### src/rtl/decode_control_pipe.sv
// decode_control_pipe: MIPS ID-stage control decode feeding a registered ID/EX
// control register, with an optional multiply/divide busy tracker.
// Optional feature macro: MULDIV_EN builds the MD state machine, its counter
// and the MFHI/MFLO/MULT/DIV hold. Without it, those instructions decode as no-ops.
module decode_control_pipe #(
  parameter int unsigned ALU_OP_WIDTH = 4,
  parameter int unsigned MD_LATENCY   = 4
) (
  input  logic                    clk,
  input  logic                    reset,
  input  logic [5:0]              opcode,
  input  logic [5:0]              funct,
  input  logic [4:0]              reg_rt_id,
  input  logic                    in_valid,
  output logic                    in_ready,
  input  logic                    stall,
  input  logic                    flush,
  output logic                    out_valid,
  output logic                    reg_write,
  output logic                    mem_to_reg,
  output logic                    mem_write,
  output logic                    mem_byte,
  output logic                    alu_src,
  output logic                    reg_dest,
  output logic                    branch,
  output logic                    jump,
  output logic                    jump_reg,
  output logic                    jump_link,
  output logic [ALU_OP_WIDTH-1:0] alu_op,
  output logic                    md_busy
);

  // Opcode, funct and rt encodings (mips.h)
  localparam logic [5:0] OP_SPECIAL = 6'h00, OP_REGIMM = 6'h01, OP_J   = 6'h02,
                         OP_JAL     = 6'h03, OP_BEQ    = 6'h04, OP_BNE = 6'h05,
                         OP_ADDIU   = 6'h09, OP_ORI    = 6'h0D, OP_LUI = 6'h0F,
                         OP_LW      = 6'h23, OP_SB     = 6'h28, OP_SW  = 6'h2B;
  localparam logic [5:0] FN_SLL  = 6'h00, FN_SRL  = 6'h02, FN_SRA  = 6'h03,
                         FN_JR   = 6'h08, FN_MFHI = 6'h10, FN_MFLO = 6'h12,
                         FN_MULT = 6'h18, FN_DIV  = 6'h1A, FN_SUBU = 6'h23,
                         FN_AND  = 6'h24, FN_OR   = 6'h25, FN_XOR  = 6'h26,
                         FN_NOR  = 6'h27, FN_SLT  = 6'h2A, FN_SLTU = 6'h2B;
  localparam logic [4:0] RT_BLTZ = 5'h00;

  // 4-bit ALU operation encoding, zero-extended onto alu_op
  localparam logic [3:0] ALU_ADD = 4'd0, ALU_SUB = 4'd1, ALU_AND = 4'd2,  ALU_OR  = 4'd3,
                         ALU_XOR = 4'd4, ALU_NOR = 4'd5, ALU_SLT = 4'd6,  ALU_SLTU = 4'd7,
                         ALU_SLL = 4'd8, ALU_SRL = 4'd9, ALU_SRA = 4'd10, ALU_LUI = 4'd11;

`ifdef MULDIV_EN
  localparam logic MD_WRITE = 1'b1;
`else
  localparam logic MD_WRITE = 1'b0;
`endif

  // Elaboration-time guard on the parameter ranges
  if (ALU_OP_WIDTH < 4 || ALU_OP_WIDTH > 8 || MD_LATENCY < 1 || MD_LATENCY > 15) begin : g_param_check
    $error("decode_control_pipe: parameter out of range");
  end

  typedef struct packed {
    logic       reg_write;
    logic       mem_to_reg;
    logic       mem_write;
    logic       mem_byte;
    logic       alu_src;
    logic       reg_dest;
    logic       branch;
    logic       jump;
    logic       jump_reg;
    logic       jump_link;
    logic [3:0] alu_op;
  } ctrl_t;

  ctrl_t dec;
  ctrl_t ctrl_q;
  logic  valid_q;
  logic  md_hold;
  logic  accept;

  assign in_ready = !reset && !stall && !flush && !md_hold;
  assign accept   = in_valid && in_ready;

  // Combinational instruction decode
  always_comb begin
    dec = '0;
    case (opcode)
      OP_SPECIAL: begin
        dec.reg_dest  = 1'b1;
        dec.reg_write = 1'b1;
        case (funct)
          FN_SLL:  begin dec.alu_src = 1'b1; dec.alu_op = ALU_SLL; end
          FN_SRL:  dec.alu_op = ALU_SRL;
          FN_SRA:  begin dec.alu_src = 1'b1; dec.alu_op = ALU_SRA; end
          FN_JR:   begin dec.reg_write = 1'b0; dec.jump = 1'b1; dec.jump_reg = 1'b1; end
          FN_MULT, FN_DIV: dec.reg_write = 1'b0;
          FN_MFHI, FN_MFLO: dec.reg_write = MD_WRITE;
          FN_SUBU: dec.alu_op = ALU_SUB;
          FN_AND:  dec.alu_op = ALU_AND;
          FN_OR:   dec.alu_op = ALU_OR;
          FN_XOR:  dec.alu_op = ALU_XOR;
          FN_NOR:  dec.alu_op = ALU_NOR;
          FN_SLT:  dec.alu_op = ALU_SLT;
          FN_SLTU: dec.alu_op = ALU_SLTU;
          default: ;
        endcase
      end
      OP_REGIMM: begin
        if (reg_rt_id == RT_BLTZ) begin
          dec.branch = 1'b1;
          dec.alu_op = ALU_SLT;
        end
      end
      OP_J:     dec.jump = 1'b1;
      OP_JAL:   begin dec.jump = 1'b1; dec.jump_link = 1'b1; dec.reg_write = 1'b1; end
      OP_BEQ, OP_BNE: begin dec.branch = 1'b1; dec.alu_op = ALU_SUB; end
      OP_ADDIU: begin dec.reg_write = 1'b1; dec.alu_src = 1'b1; end
      OP_ORI:   begin dec.reg_write = 1'b1; dec.alu_src = 1'b1; dec.alu_op = ALU_OR; end
      OP_LUI:   begin dec.reg_write = 1'b1; dec.alu_src = 1'b1; dec.alu_op = ALU_LUI; end
      OP_LW:    begin dec.reg_write = 1'b1; dec.mem_to_reg = 1'b1; dec.alu_src = 1'b1; end
      OP_SW:    begin dec.mem_write = 1'b1; dec.alu_src = 1'b1; end
      OP_SB:    begin dec.mem_write = 1'b1; dec.mem_byte = 1'b1; dec.alu_src = 1'b1; end
      default: ;
    endcase
  end

  // ID/EX control register: flush beats stall beats accept beats bubble
  always_ff @(posedge clk or posedge reset) begin
    if (reset) begin
      valid_q <= 1'b0;
      ctrl_q  <= '0;
    end else if (flush) begin
      valid_q <= 1'b0;
      ctrl_q  <= '0;
    end else if (!stall) begin
      valid_q <= accept;
      if (accept) ctrl_q <= dec;
      else        ctrl_q <= '0;
    end
  end

  assign out_valid  = valid_q;
  assign reg_write  = ctrl_q.reg_write;
  assign mem_to_reg = ctrl_q.mem_to_reg;
  assign mem_write  = ctrl_q.mem_write;
  assign mem_byte   = ctrl_q.mem_byte;
  assign alu_src    = ctrl_q.alu_src;
  assign reg_dest   = ctrl_q.reg_dest;
  assign branch     = ctrl_q.branch;
  assign jump       = ctrl_q.jump;
  assign jump_reg   = ctrl_q.jump_reg;
  assign jump_link  = ctrl_q.jump_link;
  assign alu_op     = ALU_OP_WIDTH'(ctrl_q.alu_op);

`ifdef MULDIV_EN
  typedef enum logic {MD_IDLE = 1'b0, MD_BUSY = 1'b1} md_state_t;

  md_state_t  md_state;
  logic [3:0] md_cnt;
  logic       is_muldiv;
  logic       is_md_use;

  assign is_muldiv = (opcode == OP_SPECIAL) && ((funct == FN_MULT) || (funct == FN_DIV));
  assign is_md_use = is_muldiv ||
                     ((opcode == OP_SPECIAL) && ((funct == FN_MFHI) || (funct == FN_MFLO)));
  assign md_hold   = md_busy && is_md_use;

  // Multiply/divide busy tracker; counts down independent of stall/flush
  always_ff @(posedge clk or posedge reset) begin
    if (reset) begin
      md_state <= MD_IDLE;
      md_cnt   <= '0;
      md_busy  <= 1'b0;
    end else begin
      case (md_state)
        MD_IDLE: begin
          if (accept && is_muldiv) begin
            md_state <= MD_BUSY;
            md_cnt   <= 4'(MD_LATENCY);
            md_busy  <= 1'b1;
          end
        end
        MD_BUSY: begin
          md_cnt <= md_cnt - 4'd1;
          if (md_cnt == 4'd1) begin
            md_state <= MD_IDLE;
            md_busy  <= 1'b0;
          end
        end
      endcase
    end
  end
`else
  assign md_hold = 1'b0;
  assign md_busy = 1'b0;
`endif

endmodule
### config.mk
export PLATFORM = sky130hd
export DESIGN_NAME = decode_control_pipe
export DESIGN_NICKNAME = d
export VERILOG_FILES = /design/src/rtl/decode_control_pipe.sv
export SDC_FILE = /design/constraint.sdc
export NUM_CORES = 1
export LEC_CHECK = 0
export BUFFER_PORTS_ARGS = -buffer_cell sky130_fd_sc_hd__buf_2
export CORE_MARGIN = 4
export CORE_UTILIZATION = 35
export CTS_CLUSTER_SIZE = 10
export DETAILED_ROUTE_END_ITERATION = 6
export PLACE_DENSITY = 0.62
export SLEW_MARGIN = 20
export SYNTH_ARGS = -nofsm -noshare
export SYNTH_HDL_FRONTEND = slang
export SYNTH_SLANG_ARGS = --single-unit
### constraint.sdc
create_clock -name clk -period 1.2 [get_ports clk]
set_input_delay 0.06 -clock clk [delete_from_list [all_inputs] [get_ports clk]]
set_output_delay 0.06 -clock clk [all_outputs]
set_load 0.1 [all_outputs]
==> metrics.md, run 1 <==
| Metric | Value |
|---|---|
| Status | `completed` |
| Std cell rows | `18` |
| Syn-to-layout area delta | `37.10%` |
| Slew HR | `36.79%` |
| RR Startpoint | `jump` |
| CP top delay family | `buffers and inverters` |
| Post-Layout Cell Count | `between 150 and 200` |
| FMAX | `0.8676 GHz` |
| # DRC | `0` |
| Post-route cell area | `~1400 µm²` |
| # diodes | `0` |
| Minimum clock period | `1153 ps` |
| Worst path arrival time | `1090 ps` |
| Dominant cell type by area after synthesis | `dfrtp_1` |
| Min-Delay Endpoint | `mem_byte` |
| Slowest stage delay, CP | `around 440 ps` |
| Yosys top cell area share | `38.12%` |
| Max FFs per register | `4` |
| HP Class | `input pin to flop` |
| GRT Total Usage | `15.47%` |
| Post-DP HPWL | `2094 µm` |
| Post_cts resized | `0` |
| Critical path class | `flop to output pin` |
| Skew-Pair Late Insertion Delay | `between 200 and 300 ps` |
| Pre-CTS WS | `-132.7 ps` |
| RSZ-0062 raised after global routing | `no` |
| Critical Path Sink Type | `output pin` |
| Initial antenna violation count | `0` |
| Commonest non-fill, non-tap cell in the layout | `buf_2` |
| Share of cells above drive strength 1 | `41.46%` |
| Pin count of the biggest net entering global routing | `16` |
| Post-Syn Area | `984.7 µm²` |
| Placed cells | `189` |
| WP data required | `1140 ps` |
| Synth area leaders | `dfrtp_1 38%, nand2_1 6.9%, o21ai_0 3.6%` |
| Violation count after the first detailed-route iteration | `22` |
| Synth Warn # | `0` |
| CTS clock-pin slew for the worst setup and hold paths | `90 ps` |
| Worst Skew | `0 ps` |
| Number of port buffers | `37` |
| Via count | `1022` |
| Max Root-Sink Buffers | `2` |
| Core area | `2590 µm²` |
| Die Wd | `61.04 µm` |
| Bufs and invs on worst path | `1` |
| Worst slew pin tran | `946.3 ps` |
| CP Cell Sequence | `buf_2` |
| First-pass GRT wire length | `~4300 µm` |
| Area after DPL | `1313 µm²` |
| Routed Antenna Nets | `0` |
| Starting Density | `38.02%` |
| Flop2flop setup slack | `between 400 and 500 ps` |
| Vias/cell | `between 5 and 6` |
| CP max-delay cell | `buf_2` |
| Total chip power | `1.052 mW` |
| # IOs | `39` |
| Die ar. | `around 3700 µm²` |
| Peak supply drop | `about 0.6 mV` |
| Fin nets | `approximately 190` |
| WL per Instance | `13.15 µm` |
| Synthesized net count | `134` |
| Synthesized area per cell | `approximately 8.8 µm²` |
| Distinct cell type count after synthesis | `42` |
| Number of setup buffers added after CTS | `0` |
| Pwr Density | `around 780 nW/µm²` |
| Vias in the first global route | `slightly above 1000` |
| Final Setup Violations | `0` |
| Final Wtd Congestion | `0.8679` |
| Crit Path Max Fanout | `2` |
| Worst setup margin | `about 47 ps` |
| Final Max Tran Viols | `0` |
| Most frequent cells in the layout | `36 x buf_2, 18 x nand2_1, 16 x buf_4, 15 x dfrtp_1` |
| TritonCTS clock tree | `built` |
| Setup TNS | `0 ps` |
| Remaining Overflow, GRT | `0` |
| Hold_sp | `opcode[1]` |
| Seq/Total Area, Yosys | `38.12%` |
| Flops & latches, synth | `15` |
| Num CTS Buffers | `3` |
| Tcrit/Tclk final | `96.05%` |
| Lkg Pwr | `0.6705 nW` |
| Die H | `61.04 µm` |
| Final Hold Fails | `0` |
| Max Cap Viol | `0` |
| Routed wire length | `2551 µm` |
| Detailed-router iteration count before antenna repair | `5` |
| CP Launch Type | `flop` |
| H-Tree Depth | `1` |
| FF-to-FF End | `jump` |
| CTS Root Cell | `clkbuf_4` |
| R2R cell count | `2` |
| Sink Count | `15` |
| Cells after Synth | `~110` |
| Hold path depth | `2` |
==> through the flow <==
stage | util (%) | hold WS [ps]
2_1_floorplan | - | -38.52
5_1_grt | 52.13 | 73.24
6_report | 52.13 | 68.64
3_3_place_gp | 50.68 | 168.5
4_1_cts | 52.13 | 54.82
3_5_place_dp | 50.68 | 169.0
==> synth_stat cells <==
library cell and instances:
nor3_1 2, o21ai_1 5, conb_1 1, dfrtp_1 15
or3_1 1, nand2_4 1, nor3_4 1, clkbuf_1 2
a22o_1 2, a32o_1 1, o22ai_1 1, nand3b_1 2
inv_1 2, o21ai_0 7, a22oi_1 2, nand3b_2 1
nor4_2 1, nor4_4 1, a221oi_2 1, nand3_1 2
nor2b_1 5, nor4_1 1, o211ai_1 1, a31oi_1 1
buf_2 3, nand2_1 18, o31ai_1 1, and4_1 1
a31o_2 1, a32oi_1 3, or4_4 1, and3_2 1
a21oi_1 3, a211oi_2 1, nor2_1 7, nor3b_1 3
nand2b_1 4, and2_1 2, mux2_2 1, buf_4 1
a21o_1 1, xor2_1 1
==> layout make-up <==
class,instances,area (µm²)
inverter,2,7.507
timing repair buffer,54,330.3
fill,257,1240
sequential,15,375.4
clock buffer,3,22.52
tap,30,37.54
multi-input combinational,89,571.8
clock inverter,1,5.005
==> worst max-delay path by stage <==
stage,start,to,slack (ps),cells after the start
finish,reg_dest,reg_dest,50,1
global route,out_valid,out_valid,20,1
CTS,reg_dest,reg_dest,50,1
detailed placement,opcode[2],alu_src,-130,6
floorplan,flush,alu_op[3],-570,4
global placement,opcode[2],alu_src,-130,6
==> power breakdown <==
part | internal [mW] | switching [mW] | total (mW) | leakage [nW]
logic | 0.104 | 0.159 | 0.262 | 0.444
registers | 0.507 | 0.00118 | 0.508 | 0.209
clock network | 0.124 | 0.157 | 0.281 | 0.0177
==> kinds of logic (layout without fill, tap and decap cells) <==
kind of cell    count (synthesis)  count (layout)  share of synthesized area, %
xor+xnor                        1               1                        0.8896
other cells                     1               1                        0.3808
compound gates                 31              31                         21.86
buf+inv                         8              60                         3.812
flops                          15              15                         38.12
mux                             1               1                         1.144
simple gates                   55              55                         33.80
==> per-layer routing <==
layer / vias up / routed length (µm) / track usage [%]
li1: 508 / - / -
met1: 475 / 1157 / 19.23
met2: 35 / 1243 / 26.89
met3: 4 / 105 / 0.6289
met4: 0 / 44 / 8.359
met5: - / 0 / 0
==> timing repair <==
item                                    CTS  global route
endpoints found under the setup margin    0             0
hold buffers                              1             0
hold endpoints to repair                 15             0
Power figures use the tool's default switching activity.
==> run 2: changes to the inputs <==
--- a/config.mk
+++ b/config.mk
@@ -7,10 +7,10 @@
 export LEC_CHECK = 0
 export BUFFER_PORTS_ARGS = -buffer_cell sky130_fd_sc_hd__buf_2
 export CORE_MARGIN = 4
-export CORE_UTILIZATION = 35
+export CORE_UTILIZATION = 51
 export CTS_CLUSTER_SIZE = 10
 export DETAILED_ROUTE_END_ITERATION = 6
-export PLACE_DENSITY = 0.62
+export PLACE_DENSITY = 0.84
 export SLEW_MARGIN = 20
 export SYNTH_ARGS = -nofsm -noshare
 export SYNTH_HDL_FRONTEND = slang
==> metrics.md, run 2 (synthesized netlist as in run 1, its figures left out) <==
| Metric | Value |
|---|---|
| Most frequent cells in the layout | `36 x buf_2, 18 x nand2_1, 15 x dfrtp_1, 11 x buf_4 (was 36 x buf_2, 18 x nand2_1, 16 x buf_4, 15 x dfrtp_1)` |
| Tcrit/Tclk final | `94.59% (was 96.05%)` |
| Number of port buffers | `37 (unchanged)` |
| Slew HR | `34.78% (was 36.79%)` |
| Max FFs per register | `4 (unchanged)` |
| Final Hold Fails | `0 (unchanged)` |
| CP Cell Sequence | `buf_2 (unchanged)` |
| Max Root-Sink Buffers | `2 (unchanged)` |
| Fin nets | `182 (was 187)` |
| Critical path class | `flop to output pin (unchanged)` |
| Crit Path Max Fanout | `2 (unchanged)` |
| Final Wtd Congestion | `0.8065 (was 0.8679)` |
| Vias in the first global route | `1077 (was 1014)` |
| Max Cap Viol | `0 (unchanged)` |
| Routed wire length | `2765 µm (was 2551 µm)` |
| # IOs | `39 (unchanged)` |
| # diodes | `0 (unchanged)` |
| Hold_sp | `opcode[1] (unchanged)` |
| Post-Layout Cell Count | `184 (was 194)` |
| Area of the multi-input gates | `580.6 µm² (was 571.8 µm²)` |
| Lkg Pwr | `0.6455 nW (was 0.6705 nW)` |
| Status | `completed (unchanged)` |
| CP top delay family | `buffers and inverters (unchanged)` |
| Commonest non-fill, non-tap cell in the layout | `buf_2 (unchanged)` |
| Worst path arrival time | `1080 ps (was 1090 ps)` |
| Skew-Pair Late Insertion Delay | `280 ps (about the same)` |
| Final Max Tran Viols | `0 (unchanged)` |
| WL per Instance | `15.03 µm (was 13.15 µm)` |
| Pre-CTS WS | `-140.4 ps (was -132.7 ps)` |
| Remaining Overflow, GRT | `0 (unchanged)` |
| Starting Density | `55.23% (was 38.02%)` |
| Setup TNS | `0 ps (unchanged)` |
| Slowest stage delay, CP | `430 ps (was 440 ps)` |
| Worst slew pin tran | `976.3 ps (was 946.3 ps)` |
| HP Class | `input pin to flop (unchanged)` |
| Util after Layout | `73.68% (was 52.13%)` |
| CP startpoint | `reg_write (was reg_dest)` |
| Initial antenna violation count | `0 (unchanged)` |
| CP max-delay cell | `buf_2 (unchanged)` |
| Worst Skew | `0 ps (unchanged)` |
| RSZ-0062 raised after global routing | `no (unchanged)` |
| Fill cells | `153 (was 257)` |
| Routed Antenna Nets | `0 (unchanged)` |
| CP Launch Type | `flop (unchanged)` |
| Die Wd | `51.94 µm (was 61.04 µm)` |
| Std cell rows | `15 (was 18)` |
| GRT Total Usage | `23.88% (was 15.47%)` |
| Violation count after the first detailed-route iteration | `27 (was 22)` |
| WP data required | `1140 ps (about the same)` |
| Critical Path Sink Type | `output pin (unchanged)` |
| First-pass GRT wire length | `4788 µm (was 4305 µm)` |
| Number of setup buffers added after CTS | `0 (unchanged)` |
| Placed cells | `179 (was 189)` |
| Vias/cell | `5.609 (was 5.268)` |
| Sink Count | `15 (unchanged)` |
| Via count | `1032 (was 1022)` |
| FMAX | `0.8810 GHz (was 0.8676 GHz)` |
| Minimum clock period | `1135 ps (was 1153 ps)` |
| Post-DP HPWL | `2202 µm (was 2094 µm)` |
| Pwr Density | `805.3 nW/µm² (was 779.1 nW/µm²)` |
| CTS Root Cell | `clkbuf_4 (unchanged)` |
| CTS clock-pin slew for the worst setup and hold paths | `90 ps (about the same)` |
| Syn-to-layout area delta | `33.42% (was 37.10%)` |
| Bufs and invs on worst path | `1 (unchanged)` |
| Die ar. | `2698 µm² (was 3726 µm²)` |
| Detailed-router iteration count before antenna repair | `4 (was 5)` |
| Peak supply drop | `0.5549 mV (was 0.6006 mV)` |
| Die H | `51.94 µm (was 61.04 µm)` |
| RR Startpoint | `jump (unchanged)` |
| Final Setup Violations | `0 (unchanged)` |
| # DRC | `0 (unchanged)` |
| Register area | `375.4 µm² (unchanged)` |
| TritonCTS clock tree | `built (unchanged)` |
| Share of cells above drive strength 1 | `38.99% (was 41.46%)` |
| Num CTS Buffers | `3 (unchanged)` |
| H-Tree Depth | `1 (unchanged)` |
| Core area | `1783 µm² (was 2590 µm²)` |
| Total chip power | `1.058 mW (was 1.052 mW)` |
| Worst setup margin | `64.91 ps (was 47.44 ps)` |
| Pin count of the biggest net entering global routing | `16 (unchanged)` |
-- run 2: cell count changes in the layout (fill, tap and decap cells not counted), sizes merged --
cell	change
buf	-5
clkbuf	+1
clkinv	-1
-- run 2: what timing repair did --
action / CTS / global route
endpoints found under the setup margin: 0 / 1
hold endpoints to repair: 15 / 0
gates resized for setup: 0 / 1
hold buffers: 1 / 0
-- run 2: cell type report --
class | instances | area share (%)
flip-flops and latches | 15 | 28.57
well taps | 25 | 2.381
repair buffers | 49 | 22.29
inverters | 2 | 0.5714
multi-input cells | 89 | 44.19
clock buffers | 4 | 2.000
-- run 2: worst paths after layout --
check,end,slack [ps],cells after the start
max in group asynchronous,alu_op[0],420,3
min reg2reg,out_valid,490,2
min in group asynchronous,reg_write,410,3
max reg2reg,jump,480,2
min,mem_byte,50,2
max,reg_write,60,1
-- run 2: metrics by stage --
stage	instance area [µm²]	hold WS, ps
after floorplan	984.7	-38.52
after global placement	1269	157.9
after detailed placement	1269	179.8
after CTS	1305	42.11
after global routing	1314	41.85
final	1314	47.22
-- run 2: per-layer routing --
metal / vias to the layer above / global-route usage, % / routed length [µm]
li1: 504 / - / -
met2: 40 / 44.14 / 1496
met5: - / 0 / 0
met4: 0 / 13.10 / 67
met3: 6 / 1.719 / 146
met1: 482 / 26.61 / 1054
-- run 2: power by group --
part	internal (mW)	total (mW)	switching, mW
Combinational	0.0944	0.259	0.164
Sequential	0.507	0.508	0.00116
Clock	0.129	0.291	0.162
